$ cat src/rtl/fetch_sequencer.sv
`default_nettype none
// ============================================================================
// Module : fetch_sequencer
// Desc   : Program-counter owner and instruction-issue handshake for the 9-bit
//          accumulator CPU (IDLE/FETCH/ISSUE/HALT, all outputs registered).
//          Optional issue watchdog enabled by macro FETCH_WATCHDOG_EN.
// Rev    : 1.0  initial release
// ============================================================================
module fetch_sequencer #(
    parameter int unsigned  D         = 12,
    parameter int unsigned  W         = 9,
    parameter logic [W-1:0] HALT_CODE = 9'h1FF,
    parameter int unsigned  WDOG_MAX  = 255
) (
    input  logic         clk,
    input  logic         reset,
    input  logic         req,
    input  logic [W-1:0] rom_data,
    input  logic         exec_done,
    input  logic         branch_en,
    input  logic [D-1:0] branch_target,
    output logic [D-1:0] prog_ctr,
    output logic [W-1:0] instr_out,
    output logic         instr_valid,
    output logic         busy,
    output logic         done,
    output logic         fault
);

    typedef enum logic [1:0] {
        S_IDLE  = 2'd0,
        S_FETCH = 2'd1,
        S_ISSUE = 2'd2,
        S_HALT  = 2'd3
    } state_t;

    localparam logic [D-1:0] PC_LAST = {D{1'b1}};

    state_t         state_q;
    logic [D-1:0]   pc_q;
    logic [W-1:0]   instr_q;
    logic           valid_q;
    logic           busy_q;
    logic           done_q;

`ifdef FETCH_WATCHDOG_EN
    localparam int unsigned WDOG_W = ($clog2(WDOG_MAX + 1) > 8) ? $clog2(WDOG_MAX + 1) : 8;
    // Fault fires on the edge where the count would reach WDOG_MAX.
    localparam logic [WDOG_W-1:0] WDOG_LAST = WDOG_W'(WDOG_MAX - 1);

    logic [WDOG_W-1:0] wdog_q;
    logic              fault_q;

    assign fault = fault_q;
`else
    logic [31:0] unused_wdog_max;

    assign unused_wdog_max = WDOG_MAX;
    assign fault           = 1'b0;
`endif

    always_ff @(posedge clk) begin
        if (reset) begin
            state_q <= S_IDLE;
            pc_q    <= '0;
            instr_q <= '0;
            valid_q <= 1'b0;
            busy_q  <= 1'b0;
            done_q  <= 1'b0;
`ifdef FETCH_WATCHDOG_EN
            wdog_q  <= '0;
            fault_q <= 1'b0;
`endif
        end else begin
            case (state_q)
                S_IDLE, S_HALT: begin
                    if (req) begin
                        pc_q    <= '0;
                        done_q  <= 1'b0;
                        busy_q  <= 1'b1;
                        state_q <= S_FETCH;
`ifdef FETCH_WATCHDOG_EN
                        fault_q <= 1'b0;
`endif
                    end
                end
                S_FETCH: begin
                    instr_q <= rom_data;
                    if (rom_data == HALT_CODE) begin
                        state_q <= S_HALT;
                        done_q  <= 1'b1;
                        busy_q  <= 1'b0;
                    end else begin
                        valid_q <= 1'b1;
                        state_q <= S_ISSUE;
`ifdef FETCH_WATCHDOG_EN
                        wdog_q  <= '0;
`endif
                    end
                end
                S_ISSUE: begin
                    if (exec_done) begin
                        valid_q <= 1'b0;
                        if (branch_en) begin
                            pc_q    <= branch_target;
                            state_q <= S_FETCH;
                        end else if (pc_q != PC_LAST) begin
                            pc_q    <= pc_q + 1'b1;
                            state_q <= S_FETCH;
                        end else begin
                            // End of ROM: hold the PC rather than wrapping to 0.
                            state_q <= S_HALT;
                            done_q  <= 1'b1;
                            busy_q  <= 1'b0;
                        end
                    end
`ifdef FETCH_WATCHDOG_EN
                    else if (wdog_q == WDOG_LAST) begin
                        fault_q <= 1'b1;
                        valid_q <= 1'b0;
                        state_q <= S_HALT;
                        done_q  <= 1'b1;
                        busy_q  <= 1'b0;
                    end else begin
                        wdog_q  <= wdog_q + 1'b1;
                    end
`endif
                end
                default: state_q <= S_IDLE;
            endcase
        end
    end

    assign prog_ctr    = pc_q;
    assign instr_out   = instr_q;
    assign instr_valid = valid_q;
    assign busy        = busy_q;
    assign done        = done_q;

endmodule
`default_nettype wire

$ cat config.mk
export PLATFORM = sky130hd
export DESIGN_NAME = fetch_sequencer
export DESIGN_NICKNAME = d
export VERILOG_FILES = /design/src/rtl/fetch_sequencer.sv
export SDC_FILE = /design/constraint.sdc
export NUM_CORES = 1
export LEC_CHECK = 0
export CORE_AREA = 2 2 65 67
export CTS_CLUSTER_DIAMETER = 40
export DETAILED_ROUTE_END_ITERATION = 16
export DIE_AREA = 0 0 67 69
export PLACE_DENSITY = 0.72
export SLEW_MARGIN = 20
export SYNTH_ARGS = -nofsm -noshare
export SYNTH_HDL_FRONTEND = slang
export SYNTH_SLANG_ARGS = --single-unit
$ cat constraint.sdc
create_clock -name clk -period 1.7 [get_ports clk]
set_input_delay 0.255 -clock clk [delete_from_list [all_inputs] [get_ports clk]]
set_output_delay 0.255 -clock clk [all_outputs]
set_load 0.005 [all_outputs]
==> impl_metrics.tcl <==
set metrics [dict create \
    crit_chain "ha_4, and4_4, nand4_4, a221oi_4, mux2_4" \
    max_freq_mhz 608 \
    period_needed_ns 1.65 \
    antenna_cells 0 \
    dieArea_um2 4620 \
    synth_top_family_by_area "compound AO/OA/AOI/OAI gates" \
    crit_path_top_delay_cell "dfxtp_2" \
    max-clock-path-buffers 2 \
    max_cap_viol_count 0 \
    synth.net_count 217 \
    dr.pass1.iters 4 \
    synth_ff_type "dfxtp_1" \
    synth_cell_types 50 \
    hpwlAfterDp_um 3420 \
    synth_edf_count 0 \
    htreeDepth 1 \
    syn_area_um2 1590 \
    status "finished clean" \
    crit_required_ns 1.87 \
    synth_seq_area_share_pct 32.7 \
    clkLatencyLatePin_ns 0.28 \
    finalCritPeriodShare_pct 96.8 \
    yosys-top-cells-area "dfxtp_1 (33%), mux2i_1 (6.9%), nand2_1 (3.8%)" \
    path_max_fanout 5 \
    grt_pass1_wl_um 7580 \
    vdd_drop_max_mv 0.614 \
    grt_pass1_vias 1707 \
    syn2layout_area_growth_pct 56.2 \
    drt_iter0_drc 123 \
    postCtsHoldBufs 0 \
    clockRootBuffer "clkbuf_8" \
    die_w_um 67 \
    path_depth 5 \
    nets 296 \
    hold_path_depth 3 \
    yosysWarnings 0 \
    synth_compound_area_share_pct 24.1 \
    core_um2 3910 \
    hold_path_class "input pin to register" \
    setup.worst_path.start "prog_ctr[0]" \
    cts_tree "yes" \
    power_per_cell_area_nw_per_um2 922 \
    fp.dieH_um 69 \
    initial_utilization_pct 40.7 \
    drc 0 \
    grt_max_degree 27 \
    final_cell_mix "clkdlybuf4s50_1 (45), buf_4 (38), dfxtp_1 (21)" \
    avgSynthCellArea_um2 8.48 \
    clkSinkCount 26 \
    setup_viol 0 \
    min_from "rom_data[5]" \
    reg2reg_from "prog_ctr[0]" \
    path_delay_family "simple AND/OR/NAND/NOR gates" \
    worstRegToRegCells 5 \
    crit_arrival_ns 1.82 \
    ys_ff_latch 26 \
    drv_slew 0 \
    startpoint_type "register" \
    finalClockSkew_ns 0.00383 \
    synth_xor_area_share_pct 0 \
    critPathBufInv 0 \
    wl_per_cell_um 14.0 \
    num_io_pins 51 \
    p_leak_nw 0.990 \
    rows 23 \
    path_clk_slew_ns 0.09 \
    synth_top_area_share_pct 32.7 \
    hold_viol 0 \
    final_core_util_pct 63.6 \
    synthArstFlopShare_pct 0 \
    num_vias 1708 \
    wl_um 4430 \
    cp-end-kind "register" \
    grt_overflow 0 \
    critPathKind "register to register" \
    critPathMaxStageDelay_ns 0.36 \
    detail-route-antenna-nets 0 \
    gp_congestion 0.918 \
    grt.total_usage_pct 20.5 \
    synth.area.mux_share_pct 8.56 \
    yosys.area.top_type "dfxtp_1" \
    synthCells 188 \
    drive_above_1_share_pct 23.7 \
    cts_inserted_buffers 3 \
    antenna_found_initial 0 \
    synth-simple-area-share_pct 24.0 \
    holdWs_ns 0.252 \
    synth_adder_area_share_pct 2.35 \
    final_common_cell "clkdlybuf4s50_1" \
    io_buffers 49 \
    vias_per_cell 5.41 \
]
-- metrics by stage --
stage	std cells	setup TNS [ns]	setup WS, ns	instance area [um^2]	total power, mW
after floorplan	188	0	0.00350	1620	1.24
after global placement	311	-2.00	-0.273	2370	1.74
after detailed placement	311	-2.21	-0.325	2370	1.75
after CTS	315	0	0.0148	2450	2.29
after global routing	316	-0.00983	-0.00547	2490	2.43
final	316	0	0.0543	2490	2.30
-- synthesized netlist by cell type, types with 3 or more instances --
master     n
a32oi_1    3
o211ai_1   6
clkbuf_1   6
dfxtp_1   26
inv_1     14
and4_1     4
o21ai_0    5
nand3_1   11
nand2b_1   3
a21oi_1    4
nor2_1    15
nand4_1    8
o221ai_1   4
a31oi_1    4
buf_2      4
a211oi_1   4
ha_1       3
buf_4      3
mux2i_1   11
nand2_1   16
-- sequential cells by signal, indices dropped and copies added (netlist names) --
signal	cells
instr_out	9
state_q	2
done	1
prog_ctr	12
busy	1
instr_valid	1
-- where the power goes --
group | switching, mW | internal [mW]
Combinational | 0.416 | 0.599
Clock | 0.208 | 0.316
Sequential | 0.0536 | 0.703
Total | 0.678 | 1.62
-- routing by layer --
| metal | GRT usage (%) | share of wire (%) | up-vias |
|---|---|---|---|
| met5 | 0 | 0 | - |
| met4 | 5.22 | 0.90 | 0 |
| met3 | 4.08 | 6.2 | 5 |
| met2 | 34.5 | 50 | 57 |
| met1 | 26.3 | 43 | 787 |
| li1 | - | - | 859 |
-- cell type report --
| class | instances | area [um^2] |
|---|---|---|
| sequential | 26 | 527 |
| tap | 50 | 62.6 |
| clock buffer | 3 | 41.3 |
| clock inverter | 1 | 30.0 |
| fill | 362 | 1420 |
| inverter | 14 | 52.6 |
| timing repair buffer | 88 | 797 |
| multi-input combinational | 134 | 980 |
-- what timing repair did --
action | in CTS | in global routing
setup buffers | 0 | 1
setup endpoints to repair | 10 | 14
gates resized for setup | 4 | 10
pin swaps | 1 | 7
-- kinds of logic (layout without fill, tap and decap cells) --
kind of cell	Yosys count	count (layout)
AOI/OAI and AO/OA	46	46
buffers and inverters	28	106
DFF	26	26
muxes	13	13
and+or+nand+nor	71	71
adders and majority gates	3	3
other	1	1
-- final timing paths --
check	slack, ns	endpoint
min	0.25	instr_out[5]
max	0.05	done
min reg2reg	0.46	busy
max reg2reg	0.05	done
-- worst min-delay path: stages --
cell and delay [ns]:
dlymetal6s2s_1 0.10, mux2i_1 0.08, nor2_1 0.07
Power figures use the tool's default switching activity.
